File: config.mk
export PLATFORM = sky130hd
export DESIGN_NAME = snitch_icache_tag_ctrl
export DESIGN_NICKNAME = d
export VERILOG_FILES = /design/src/rtl/snitch_icache_pkg.sv /design/src/rtl/snitch_icache_tag_cmp.sv /design/src/rtl/snitch_icache_tag_ctrl.sv
export SDC_FILE = /design/constraint.sdc
export NUM_CORES = 1
export LEC_CHECK = 0
export CORE_ASPECT_RATIO = 1.4
export CORE_MARGIN = 3
export CORE_UTILIZATION = 29
export CTS_BUF_LIST = sky130_fd_sc_hd__clkbuf_8
export DETAILED_ROUTE_END_ITERATION = 10
export GPL_TIMING_DRIVEN = 0
export PLACE_DENSITY = 0.85
export SYNTH_ARGS = -nofsm -noshare
export SYNTH_HDL_FRONTEND = slang
export SYNTH_SLANG_ARGS = --single-unit
File: constraint.sdc
create_clock -name clk_i -period 3.7 [get_ports clk_i]
set_clock_uncertainty 0.15 [all_clocks]
set_input_delay 1.11 -clock clk_i [delete_from_list [all_inputs] [get_ports clk_i]]
set_output_delay 1.11 -clock clk_i [all_outputs]
set_load 0.05 [all_outputs]
File: src/rtl/snitch_icache_pkg.sv
// Shared configuration, tag-entry layout and controller state encoding for the
// instruction-cache tag path.
package snitch_icache_pkg;

  typedef struct packed {
    int unsigned WAY_COUNT;
    int unsigned LINE_COUNT;
    int unsigned COUNT_ALIGN;
    int unsigned TAG_WIDTH;
  } config_t;

  localparam config_t DEFAULT_CFG = '{
    WAY_COUNT:   32'd4,
    LINE_COUNT:  32'd128,
    COUNT_ALIGN: 32'd7,
    TAG_WIDTH:   32'd20
  };

  // Bit offsets above the tag field inside one way-entry.
  localparam int unsigned TAG_ERR_BIT   = 0;
  localparam int unsigned TAG_VALID_BIT = 1;

  typedef enum logic {
    SWEEP = 1'b0,
    RUN   = 1'b1
  } tag_ctrl_state_e;

endpackage

File: src/rtl/snitch_icache_tag_cmp.sv
// Per-way tag comparison on a full line read from the tag SRAM: raw hit vector
// plus the OR of the error flags of every hitting way.
module snitch_icache_tag_cmp
  import snitch_icache_pkg::*;
#(
  parameter config_t CFG = DEFAULT_CFG
) (
  input  logic [CFG.WAY_COUNT*(CFG.TAG_WIDTH+2)-1:0] rdata_i,
  input  logic [CFG.TAG_WIDTH-1:0]                   tag_i,
  output logic [CFG.WAY_COUNT-1:0]                   hit_o,
  output logic                                       err_o
);

  localparam int unsigned WAYS = CFG.WAY_COUNT;
  localparam int unsigned TW   = CFG.TAG_WIDTH;
  localparam int unsigned EW   = TW + 2;

  logic [WAYS-1:0] err_vec;

  for (genvar w = 0; w < WAYS; w++) begin : g_way
    logic [EW-1:0] entry;
    assign entry      = rdata_i[w*EW +: EW];
    assign hit_o[w]   = entry[TW+TAG_VALID_BIT] && (entry[TW-1:0] == tag_i);
    assign err_vec[w] = entry[TW+TAG_ERR_BIT];
  end

  assign err_o = |(hit_o & err_vec);

endmodule

File: src/rtl/snitch_icache_tag_ctrl.sv
// Tag SRAM sequencer: invalidation sweep after reset/flush, then arbitrates the
// single port between flush, refill writes and lookups (in that priority).
module snitch_icache_tag_ctrl
  import snitch_icache_pkg::*;
#(
  parameter config_t     CFG       = DEFAULT_CFG,
  parameter int unsigned WAY_IDX_W = $clog2(CFG.WAY_COUNT)
) (
  input  logic                                       clk_i,
  input  logic                                       rst_i,
  input  logic                                       flush_valid_i,
  output logic                                       flush_ready_o,
  output logic                                       busy_o,
  input  logic                                       lookup_valid_i,
  output logic                                       lookup_ready_o,
  input  logic [CFG.COUNT_ALIGN-1:0]                 lookup_addr_i,
  input  logic [CFG.TAG_WIDTH-1:0]                   lookup_tag_i,
  output logic                                       lookup_rsp_valid_o,
  output logic [CFG.WAY_COUNT-1:0]                   lookup_rsp_hit_o,
  output logic                                       lookup_rsp_err_o,
  input  logic                                       write_valid_i,
  output logic                                       write_ready_o,
  input  logic [CFG.COUNT_ALIGN-1:0]                 write_addr_i,
  input  logic [WAY_IDX_W-1:0]                       write_way_i,
  input  logic [CFG.TAG_WIDTH-1:0]                   write_tag_i,
  input  logic                                       write_err_i,
  output logic                                       sram_req_o,
  output logic                                       sram_write_o,
  output logic [CFG.COUNT_ALIGN-1:0]                 sram_addr_o,
  output logic [CFG.WAY_COUNT*(CFG.TAG_WIDTH+2)-1:0] sram_wdata_o,
  output logic [CFG.WAY_COUNT-1:0]                   sram_be_o,
  input  logic [CFG.WAY_COUNT*(CFG.TAG_WIDTH+2)-1:0] sram_rdata_i
);

  localparam int unsigned WAYS = CFG.WAY_COUNT;
  localparam int unsigned TW   = CFG.TAG_WIDTH;
  localparam int unsigned EW   = TW + 2;
  localparam int unsigned CA   = CFG.COUNT_ALIGN;
  localparam logic [CA-1:0] CNT_LAST = CA'(CFG.LINE_COUNT - 1);

  tag_ctrl_state_e state_q, state_d;
  logic [CA-1:0]   cnt_q, cnt_d;
  logic            sweep_last;
  logic [EW-1:0]   wentry;

  logic            vld_p1;
  logic [TW-1:0]   tag_p1;
  logic [WAYS-1:0] hit_raw;
  logic            err_raw;

  assign sweep_last = (state_q == SWEEP) && (cnt_q == CNT_LAST);

  always_comb begin
    wentry                   = '0;
    wentry[TW+TAG_VALID_BIT] = 1'b1;
    wentry[TW+TAG_ERR_BIT]   = write_err_i;
    wentry[TW-1:0]           = write_tag_i;
  end

  always_ff @(posedge clk_i or posedge rst_i) begin
    if (rst_i) begin
      state_q <= SWEEP;
      cnt_q   <= '0;
    end else begin
      state_q <= state_d;
      cnt_q   <= cnt_d;
    end
  end

  always_comb begin
    state_d = state_q;
    cnt_d   = cnt_q;
    unique case (state_q)
      SWEEP: begin
        if (sweep_last) begin
          state_d = RUN;
          cnt_d   = '0;
        end else begin
          cnt_d = cnt_q + CA'(1);
        end
      end
      RUN: begin
        cnt_d = '0;
        if (flush_valid_i) state_d = SWEEP;
      end
      default: ;
    endcase
  end

  // A flush cycle in RUN leaves the port idle; the sweep starts next cycle.
  always_comb begin
    sram_req_o     = 1'b0;
    sram_write_o   = 1'b0;
    sram_addr_o    = '0;
    sram_wdata_o   = '0;
    sram_be_o      = '0;
    busy_o         = 1'b0;
    flush_ready_o  = 1'b0;
    lookup_ready_o = 1'b0;
    write_ready_o  = 1'b0;
    unique case (state_q)
      SWEEP: begin
        busy_o        = 1'b1;
        sram_req_o    = 1'b1;
        sram_write_o  = 1'b1;
        sram_addr_o   = cnt_q;
        sram_be_o     = '1;
        flush_ready_o = flush_valid_i && sweep_last;
      end
      RUN: begin
        if (!flush_valid_i) begin
          if (write_valid_i) begin
            sram_req_o    = 1'b1;
            sram_write_o  = 1'b1;
            sram_addr_o   = write_addr_i;
            sram_wdata_o  = {WAYS{wentry}};
            sram_be_o     = WAYS'(1) << write_way_i;
            write_ready_o = 1'b1;
          end else if (lookup_valid_i) begin
            sram_req_o     = 1'b1;
            sram_addr_o    = lookup_addr_i;
            lookup_ready_o = 1'b1;
          end
        end
      end
      default: ;
    endcase
  end

  // p0 -> p1: lookup accepted, read in flight; compare on returned line.
  always_ff @(posedge clk_i or posedge rst_i) begin
    if (rst_i) vld_p1 <= 1'b0;
    else       vld_p1 <= lookup_ready_o;
  end

  always_ff @(posedge clk_i) begin
    if (lookup_ready_o) tag_p1 <= lookup_tag_i;
  end

  snitch_icache_tag_cmp #(
    .CFG (CFG)
  ) i_tag_cmp (
    .rdata_i (sram_rdata_i),
    .tag_i   (tag_p1),
    .hit_o   (hit_raw),
    .err_o   (err_raw)
  );

  assign lookup_rsp_valid_o = vld_p1;
  assign lookup_rsp_hit_o   = vld_p1 ? hit_raw : '0;
  assign lookup_rsp_err_o   = vld_p1 && err_raw;

endmodule

==> results of run 1 <==
-- state kept, by name (all words and copies together), names as in the netlist --
register	cells
tag_p1	20
cnt_q	7
lookup_rsp_valid_o	1
state_q	1
-- power by group through the flow --
stage          registers, mW  logic [mW]  clock network [mW]
3_5_place_dp           0.417       0.642                   0
5_1_grt                0.414       0.663               0.376
3_3_place_gp           0.415       0.633                   0
4_1_cts                0.410       0.612               0.360
6_report               0.410       0.627               0.351
2_1_floorplan          0.408       0.349                   0
-- per-layer routing --
layer / vias up / share of wire / GRT usage
met5: - / 0 / 0
met4: 0 / 0.040 / 0.0884
met3: 28 / 0.093 / 0.0671
met2: 205 / 0.56 / 0.451
met1: 1533 / 0.31 / 0.201
li1: 1543 / - / -
-- synthesized netlist by cell type (all sizes together), types with 6 or more instances --
| cell type | n |
|---|---|
| nand3 | 13 |
| dfrtp | 9 |
| o21ai | 7 |
| xor2 | 11 |
| nor2 | 10 |
| a22oi | 6 |
| inv | 9 |
| xnor2 | 74 |
| and3 | 30 |
| nand4 | 14 |
| buf | 78 |
| nor4 | 6 |
| nand2 | 9 |
| edfxtp | 20 |
| clkbuf | 9 |
-- placed cells by master (no fill, tap or decap), types with 6 or more instances in the layout --
master           instances
clkdlybuf4s15_1         10
buf_2                   51
xnor2_2                 19
buf_4                  120
xnor2_1                 54
inv_1                    9
nand4_1                 14
clkbuf_4                12
clkdlybuf4s50_1         68
and3_2                  10
nor2_1                   9
edfxtp_1                20
nand2_1                  8
dfrtp_1                  9
nand3_1                  8
clkdlybuf4s15_2         15
buf_6                   19
clkbuf_8                 6
dlygate4sd2_1           28
and3_1                  17
xor2_1                  11
clkbuf_2                16
-- logic make-up after synthesis --
kind of cell / after synthesis
compound gates: 18
xor+xnor: 85
fa+ha+maj: 1
buf+inv: 96
flops: 29
simple gates: 88
-- how the worst max path moves through the flow --
stage / startpoint / endpoint / slack, ps
after global routing: sram_rdata_i[59] / lookup_rsp_err_o / -140
after floorplan: flush_valid_i / sram_addr_o[0] / -390
after detailed placement: flush_valid_i / sram_addr_o[5] / -1780
after global placement: flush_valid_i / sram_addr_o[5] / -1740
after CTS: sram_rdata_i[78] / lookup_rsp_err_o / -30
final: sram_rdata_i[29] / lookup_rsp_err_o / -30
-- metrics by stage --
step	utilization	area (um^2)
6_report	0.597	5740
5_1_grt	0.597	5740
4_1_cts	0.586	5640
3_5_place_dp	0.596	5730
3_3_place_gp	0.596	5730
2_1_floorplan	-	2960
-- what timing repair did --
item	4_1_cts	5_1_grt
hold buffers	0	0
buffers inserted	3	1
cloned	1	0
gates resized for setup	755	84
setup endpoints to repair	109	89
pin swaps	96	37
-- layout make-up --
class | instances | area share
Clock inverter | 2 | 0.00632
Clock buffer | 6 | 0.0144
Multi-Input combinational cell | 193 | 0.305
Antenna cell | 1 | 0.000436
Sequential cell | 29 | 0.144
Buffer | 87 | 0.112
Inverter | 9 | 0.00588
Tap cell | 132 | 0.0288
Timing Repair Buffer | 264 | 0.383
==> flow_summary.yaml, run 1 <==
status:
  status: "finished, violations left"
  failed_checks: "negative setup slack"
logic_synthesis:
  yosys.area_share.simple: 0.174
  synth.area.mux_share: 0
  synth_fp_nets: 468
  ys_warn_count: 0
  synth_top_flop_cell: "edfxtp_1"
  syn_area_um2: 2900
  ys_seq_area_frac: 0.284
  ys_ff_latch: 29
  synthXorXnorAreaFrac: 0.264
  synth_edf_count: 20
  synth_cell_types: 30
  async_flop_share: 0.310
  synth_compound_area_frac: 0.0427
  synth_top_cell_area_share: 0.214
  avgSynthCellArea_um2: 9.16
  synthTopCellsByArea: "xnor2_1 (21%), edfxtp_1 (21%), buf_4 (18%)"
  synth_top_family_by_area: "XOR/XNOR gates"
  yosysTopAreaCell: "xnor2_1"
  synthAdderAreaFrac: 0.00431
  synthCells: 317
placement:
  place.gp.congestion: 0.896
  dp_slack_ps: -1780
  placedCellCount: 709
  io_buffers: 260
  dp_hpwl_um: 10900
route:
  drtIter0Drc: 80
  route.antenna.remaining_nets: 0
  vias: 3309
  firstDrtPassIters: 4
  wire_per_inst_um: 18.3
  via_per_inst: 4.58
  routed_wl_um: 13300
  drc: 0
critical_path:
  rrSetupSlack_ps: 1610
  cp_top_family: "simple AND/OR/NAND/NOR gates"
  crit_path_cell_trace: "buf_6 > xnor2_1 > nand4_1 > nor4_4 > nand3_1 > a41oi_2 > buf_6"
  cp_data_arrival_time_ps: 2470
  cp-end-kind: "output pin"
  rr_endpoint: "tag_p1[19]"
  cpPeakStageDelay_ps: 370
  cpMostUsedCell: "buf_6"
  r2r_start: "state_q"
  worstPathMaxFanout: 2
  path_buf_inv: 2
  crit_type: "input pin to output pin"
  crit_required_ps: 2440
  cp_slowest_cell: "nor4_4"
  r2r_cells: 2
  cp-start-kind: "input pin"
  cp.depth: 7
power_and_ir_drop:
  p_switching_mw: 0.509
  clockPowerShare: 0.253
  power.density_nw_per_um2: 242
  combPwrFrac: 0.452
  p_seq_frac: 0.296
  power_mw: 1.39
  vdd_drop_max_mv: 0.223
  power.leakage_nw: 2.73
  swShare: 0.366
  p_int_mw: 0.879
finish:
  fillCellCount: 843
  layout.cells.non_filler: 723
  seq_area_um2: 826
  multi_input_area_um2: 1750
  nets: 740
  drive_gt1_frac: 0.524
  area_delta_synth_final_pct: 97.8
floorplan:
  die_y_um: 124
  num_rows: 42
  die_area_um2: 11300
  initial_core_util: 0.302
  die_w_um: 90.6
  core_um2: 9620
  io_pins: 261
sta:
  period_share: 1.01
  clock.fmax_mhz: 268
  slew_violations: 0
  final_hold_viol_count: 0
  rsz0062_at_grt: "true"
  tightest_slew_ps: 1170
  fin_crit_ps: 3730
  setup_tns_ps: -33.5
  relSlewSlack: 0.216
  holdWs_ps: 370
  worst_slack_ps: -33.5
  setup_viol: 1
global_route:
  antenna_found_initial: 1
  grt_first_pass_wirelength_um: 19800
  grt_usage: 0.224
  grt_max_degree: 15
  grt_pass1_vias: 3675
  grt-ovfl-total: 0
clock_tree:
  htree_levels: 2
  clkSinkCount: 29
  cts_tree: "yes"
  clk_pin_slew_ps: 70
  numCtsBuffers: 5
  cts_max_path_buffers: 2
  cts-root-buf: "clkbuf_8"
  insertion_delay_ps: 280
hold_path:
  min_path_type: "register to register"
  hold_depth: 1
  hold_path.startpoint: "cnt_q[0]"
  hold_end: "cnt_q[0]"
job:
  maxCapViolCount: 0
Note: power is estimated with default switching activity, not from simulation.
==> run 2: changes to the inputs <==
--- a/config.mk
+++ b/config.mk
@@ -15,3 +15,4 @@
 export SYNTH_ARGS = -nofsm -noshare
 export SYNTH_HDL_FRONTEND = slang
 export SYNTH_SLANG_ARGS = --single-unit
+export TNS_END_PERCENT = 20
==> run 2 against run 1 <==
The run still ends with negative setup slack left. Die area unchanged. Clock power decreased by 30%. Design area decreased by 0.81%. First-iteration DRC count increased by 10%. Core utilization decreased by 0.48 points. Critical path depth unchanged. Sequential power about the same. Sequential share of layout area increased by 0.12 points.
==> flow_summary.yaml, run 2 (synthesis gave the netlist of run 1 again) <==
sta:
  final_hold_viol_count: 0
  holdWs_ps: 399
  clock.fmax_mhz: 267
  worst_slack_ps: -47.9
  relSlewSlack: 0.274
  setup_viol: 2
  rsz0062_at_grt: "true"
  fin_crit_ps: 3750
  period_share: 1.01
  tightest_slew_ps: 1080
  slew_violations: 0
critical_path:
  crit_type: "input pin to output pin"
  cp-start-kind: "input pin"
  r2r_start: "state_q"
  worstPathMaxFanout: 2
  cp-end-kind: "output pin"
  startpoint: "sram_rdata_i[13]"
  cp_data_arrival_time_ps: 2490
  crit_required_ps: 2440
finish:
  antennaDiodeCount: 0
  layout.cells.non_filler: 725
  fillCellCount: 866
  fin_util: 0.592
  area_delta_synth_final_pct: 96.2
  post-route-cell-area_um2: 5700
  largestRegisters: "tag_p1: 20 flops, cnt_q: 7 flops"
  drive_gt1_frac: 0.501
  layout_commonest_cell: "buf_4"
  final_cell_mix: "buf_4 (143), clkdlybuf4s50_1 (68), xnor2_1 (55)"
  largest_reg_flops: 20
  multi_input_area_um2: 1690
  nets: 743
  seq_area_um2: 826
  regMostFlops: "tag_p1"
clock_tree:
  cts_max_path_buffers: 2
  clk_pin_slew_ps: 60
  numCtsBuffers: 5
  cts_tree: "yes"
  htree_levels: 2
  cts-root-buf: "clkbuf_8"
  insertion_delay_ps: 270
  hold_buffers: 0
  clkSinkCount: 29
placement:
  io_buffers: 260
  dp_hpwl_um: 11100
  placedCellCount: 709
  place.gp.congestion: 0.925
  dp_slack_ps: -1680
  place_area_um2: 5720
floorplan:
  die_w_um: 90.6
  die_area_um2: 11300
  die_y_um: 124
  core_um2: 9620
  num_rows: 42
  io_pins: 261
  initial_core_util: 0.302
route:
  dr_wl_met3_um: 1280
  firstDrtPassIters: 4
  via_per_inst: 4.52
  vias: 3274
  met2WireLength_um: 7460
  top_layer_used: "met5"
  routed_wl_um: 13000
  route.antenna.remaining_nets: 0
  wire_per_inst_um: 18.0
  drc: 0
  wl_met1_um: 3960
  drtIter0Drc: 88
global_route:
  antenna_found_initial: 1
  grt_usage: 0.225
  grt_first_pass_wirelength_um: 19700
  grt_pass1_vias: 3519
  grt-ovfl-total: 0
  grt_max_degree: 15
status:
  status: "finished, violations left"
  failed_checks: "negative setup slack"
hold_path:
  hold_path.startpoint: "cnt_q[0]"
  min_path_type: "register to register"
job:
  maxCapViolCount: 0
power_and_ir_drop:
  power.density_nw_per_um2: 225
  vdd_drop_max_mv: 0.274
  power.leakage_nw: 2.75
run 2: cell types whose count changed in the layout (fill, tap and decap cells not counted), sizes merged:
cell,before,now
dlygate4sd2,28,24
clkdlybuf4s15,25,30
clkdlybuf4s18,4,1
clkbuf,39,27
diode,1,0
buf,192,208
bufinv,1,0
clkinv,0,2
run 2: final cells by class:
cell class                 count  share of cell area
buffer                        87               0.113
clock buffer                   5              0.0121
clock inverter                 3             0.00242
inverter                       9             0.00593
multi-input combinational    193               0.297
sequential                    29               0.145
tap                          132              0.0290
timing repair buffer         267               0.396
run 2: repair_timing:
item	in CTS	in global routing
gates cloned	1	0
pin swaps	93	29
gates resized for setup	756	60
setup buffers	5	2
endpoints found under the hold margin	0	0
endpoints found under the setup margin	109	74
run 2: power breakdown:
group	switching, mW	internal (mW)	total, mW
clock	0.120	0.127	0.247
sequential	0.0355	0.377	0.413
combinational	0.335	0.285	0.621
total	0.491	0.790	1.28
run 2: critical path, cell delays in order:
cell and delay, ps:
buf_8 100, xnor2_4 130, nand4_1 180, nor4_4 420, nand3_2 130, a41oi_2 230
buf_6 190
run 2: per-stage QoR:
| stage | total power [mW] | TNS (ps) |
|---|---|---|
| final | 1.28 | -51.2 |
| after global routing | 1.35 | -184 |
| after CTS | 1.28 | -216 |
| after detailed placement | 1.06 | -112750 |
| after global placement | 1.05 | -110380 |
| after floorplan | 0.756 | -4050 |
run 2: layer usage:
| metal | track usage | vias to the layer above |
|---|---|---|
| met5 | 0 | - |
| met4 | 0.0649 | 2 |
| met3 | 0.0743 | 21 |
| met2 | 0.455 | 208 |
| met1 | 0.205 | 1495 |
| li1 | - | 1548 |
run 2: path summary, 6_finish.rpt:
| check | slack (ps) | to | cells after the start |
|---|---|---|---|
| hold reg to reg | 400 | cnt_q[0] | 1 |
| max in group asynchronous | 2190 | state_q | 2 |
| setup / recovery | -50 | lookup_rsp_err_o | 7 |
| min in group asynchronous | 960 | cnt_q[4] | 2 |
| setup reg to reg | 1670 | tag_p1[11] | 2 |
| hold / removal | 400 | cnt_q[0] | 1 |
==> run 3: changes to the inputs <==
--- a/config.mk
+++ b/config.mk
@@ -11,7 +11,7 @@
 export CTS_BUF_LIST = sky130_fd_sc_hd__clkbuf_8
 export DETAILED_ROUTE_END_ITERATION = 10
 export GPL_TIMING_DRIVEN = 0
-export PLACE_DENSITY = 0.85
+export PLACE_DENSITY = 0.77
 export SYNTH_ARGS = -nofsm -noshare
 export SYNTH_HDL_FRONTEND = slang
 export SYNTH_SLANG_ARGS = --single-unit
==> run 3 against run 2 <==
Critical path depth stayed put. Global-route usage is 0.37 points higher. Clock power is 41% higher. Highest routed layer is now met4. Worst hold slack worse by 30 ps. Fmax hardly changed. Combinational power is 3% lower. Routed wire length is 1.3% higher. Register-to-register slack better by 30 ps. The flow still finishes with violations (negative setup slack).
==> flow_summary.yaml, run 3 (synthesis gave the netlist of run 1 again) <==
status:
  status: "finished, violations left"
  failed_checks: "negative setup slack"
finish:
  drive_gt1_frac: 0.475
  final_cell_mix: "buf_4 (132), clkdlybuf4s50_1 (70), xnor2_1 (62)"
  regMostFlops: "tag_p1"
  antennaDiodeCount: 0
  fin_util: 0.602
  fillCellCount: 871
  largest_reg_flops: 20
  nets: 742
  layout_commonest_cell: "buf_4"
  area_delta_synth_final_pct: 99.3
  post-route-cell-area_um2: 5790
  layout.cells.non_filler: 724
  largestRegisters: "tag_p1: 20 flops, cnt_q: 7 flops"
global_route:
  grt_first_pass_wirelength_um: 20100
  grt_pass1_vias: 3660
  grt_max_degree: 15
  grt_usage: 0.229
  grt-ovfl-total: 0
  antenna_found_initial: 0
power_and_ir_drop:
  combPwrFrac: 0.443
  power.leakage_nw: 3.01
  vdd_drop_max_mv: 0.186
  p_switching_mw: 0.500
  p_int_mw: 0.865
  power.density_nw_per_um2: 236
  swShare: 0.366
  clockPowerShare: 0.256
  p_seq_frac: 0.302
sta:
  relSlewSlack: 0.279
  worst_slack_ps: -46.1
  period_share: 1.01
  fin_crit_ps: 3750
  holdWs_ps: 369
  tightest_slew_ps: 1080
  setup_viol: 1
  rsz0062_at_grt: "true"
  clock.fmax_mhz: 267
  final_hold_viol_count: 0
  slew_violations: 0
hold_path:
  hold_depth: 1
  min_path_type: "register to register"
route:
  drtIter0Drc: 58
  drc: 0
  routed_wl_um: 13200
  vias: 3319
  route.antenna.remaining_nets: 0
  via_per_inst: 4.58
  wire_per_inst_um: 18.2
  firstDrtPassIters: 4
placement:
  io_buffers: 260
  dp_hpwl_um: 10900
  placedCellCount: 709
  place_area_um2: 5720
  place.gp.congestion: 0.873
critical_path:
  r2r_cells: 2
  cp_data_arrival_time_ps: 2490
  cp-end-kind: "output pin"
  worstPathMaxFanout: 2
  crit_required_ps: 2440
  crit_type: "input pin to output pin"
  cp-start-kind: "input pin"
clock_tree:
  numCtsBuffers: 5
  insertion_delay_ps: 280
  htree_levels: 2
  cts_tree: "yes"
  clk_pin_slew_ps: 70
  clkSinkCount: 29
  cts-root-buf: "clkbuf_8"
  hold_buffers: 0
  cts_max_path_buffers: 2
job:
  maxCapViolCount: 0
floorplan:
  io_pins: 261
  num_rows: 42
  die_y_um: 124
  die_area_um2: 11300
  initial_core_util: 0.302
  die_w_um: 90.6
  core_um2: 9620
[run 3: cell count changes in the layout (fill, tap and decap cells not counted), moves of 4 or more]
cell,delta
and3_1,-5
buf_2,-14
buf_4,-11
buf_6,-5
clkbuf_2,+16
clkbuf_4,+4
clkdlybuf4s15_1,-11
dlygate4sd2_1,-17
dlymetal6s2s_1,+38
xnor2_1,+7
xnor2_2,-6
[run 3: metrics by stage]
step           power [mW]  TNS, ps  worst slack (ps)
2_1_floorplan       0.756    -4050              -419
3_3_place_gp         1.05  -110670             -1670
3_5_place_dp         1.06  -112620             -1680
4_1_cts              1.38     -482              -253
5_1_grt              1.44     -112             -76.9
6_report             1.36    -46.1             -46.1
[run 3: final timing paths]
kind	start	to	slack (ps)
min reg2reg	cnt_q[0]	cnt_q[0]	370
max in group asynchronous	rst_i	lookup_rsp_valid_o	2180
max reg2reg	state_q	tag_p1[15]	1700
max	sram_rdata_i[26]	lookup_rsp_err_o	-50
min in group asynchronous	rst_i	cnt_q[5]	950
min	cnt_q[0]	cnt_q[0]	370
[run 3: power groups by stage]
stage | logic (mW) | registers [mW] | clock network (mW)
2_1_floorplan | 0.348 | 0.408 | 0
3_3_place_gp | 0.634 | 0.416 | 0
3_5_place_dp | 0.641 | 0.416 | 0
4_1_cts | 0.606 | 0.410 | 0.360
5_1_grt | 0.648 | 0.416 | 0.379
6_report | 0.604 | 0.411 | 0.349
[run 3: worst max-delay path: stages]
cell,delay (ps)
dlymetal6s2s_1,130
xnor2_1,180
nand4_1,180
nor4_4,310
nand3_1,130
a41oi_2,240
buf_6,190
[run 3: what timing repair did]
item / CTS / global route
pin swaps: 46 / 94
setup buffers: 3 / 3
gates resized for setup: 611 / 154
cloned: 1 / 0
setup endpoints to repair: 109 / 71
[run 3: layout make-up]
type	instances	area (um^2)	share of cell area
repair buffers	266	2360	0.407
multi-input cells	193	1650	0.284
well taps	132	165	0.0285
clock inverters	2	37.5	0.00649
flip-flops and latches	29	826	0.143
inverters	9	33.8	0.00584
plain buffers	87	642	0.111
clock buffers	6	82.6	0.0143
[run 3: metal layers]
metal / up-vias / wire (um) / GRT usage
met2: 196 / 7330 / 0.449
met5: - / 0 / 0
li1: 1548 / - / -
met1: 1550 / 4130 / 0.212
met3: 25 / 1290 / 0.0798
met4: 0 / 436 / 0.0794
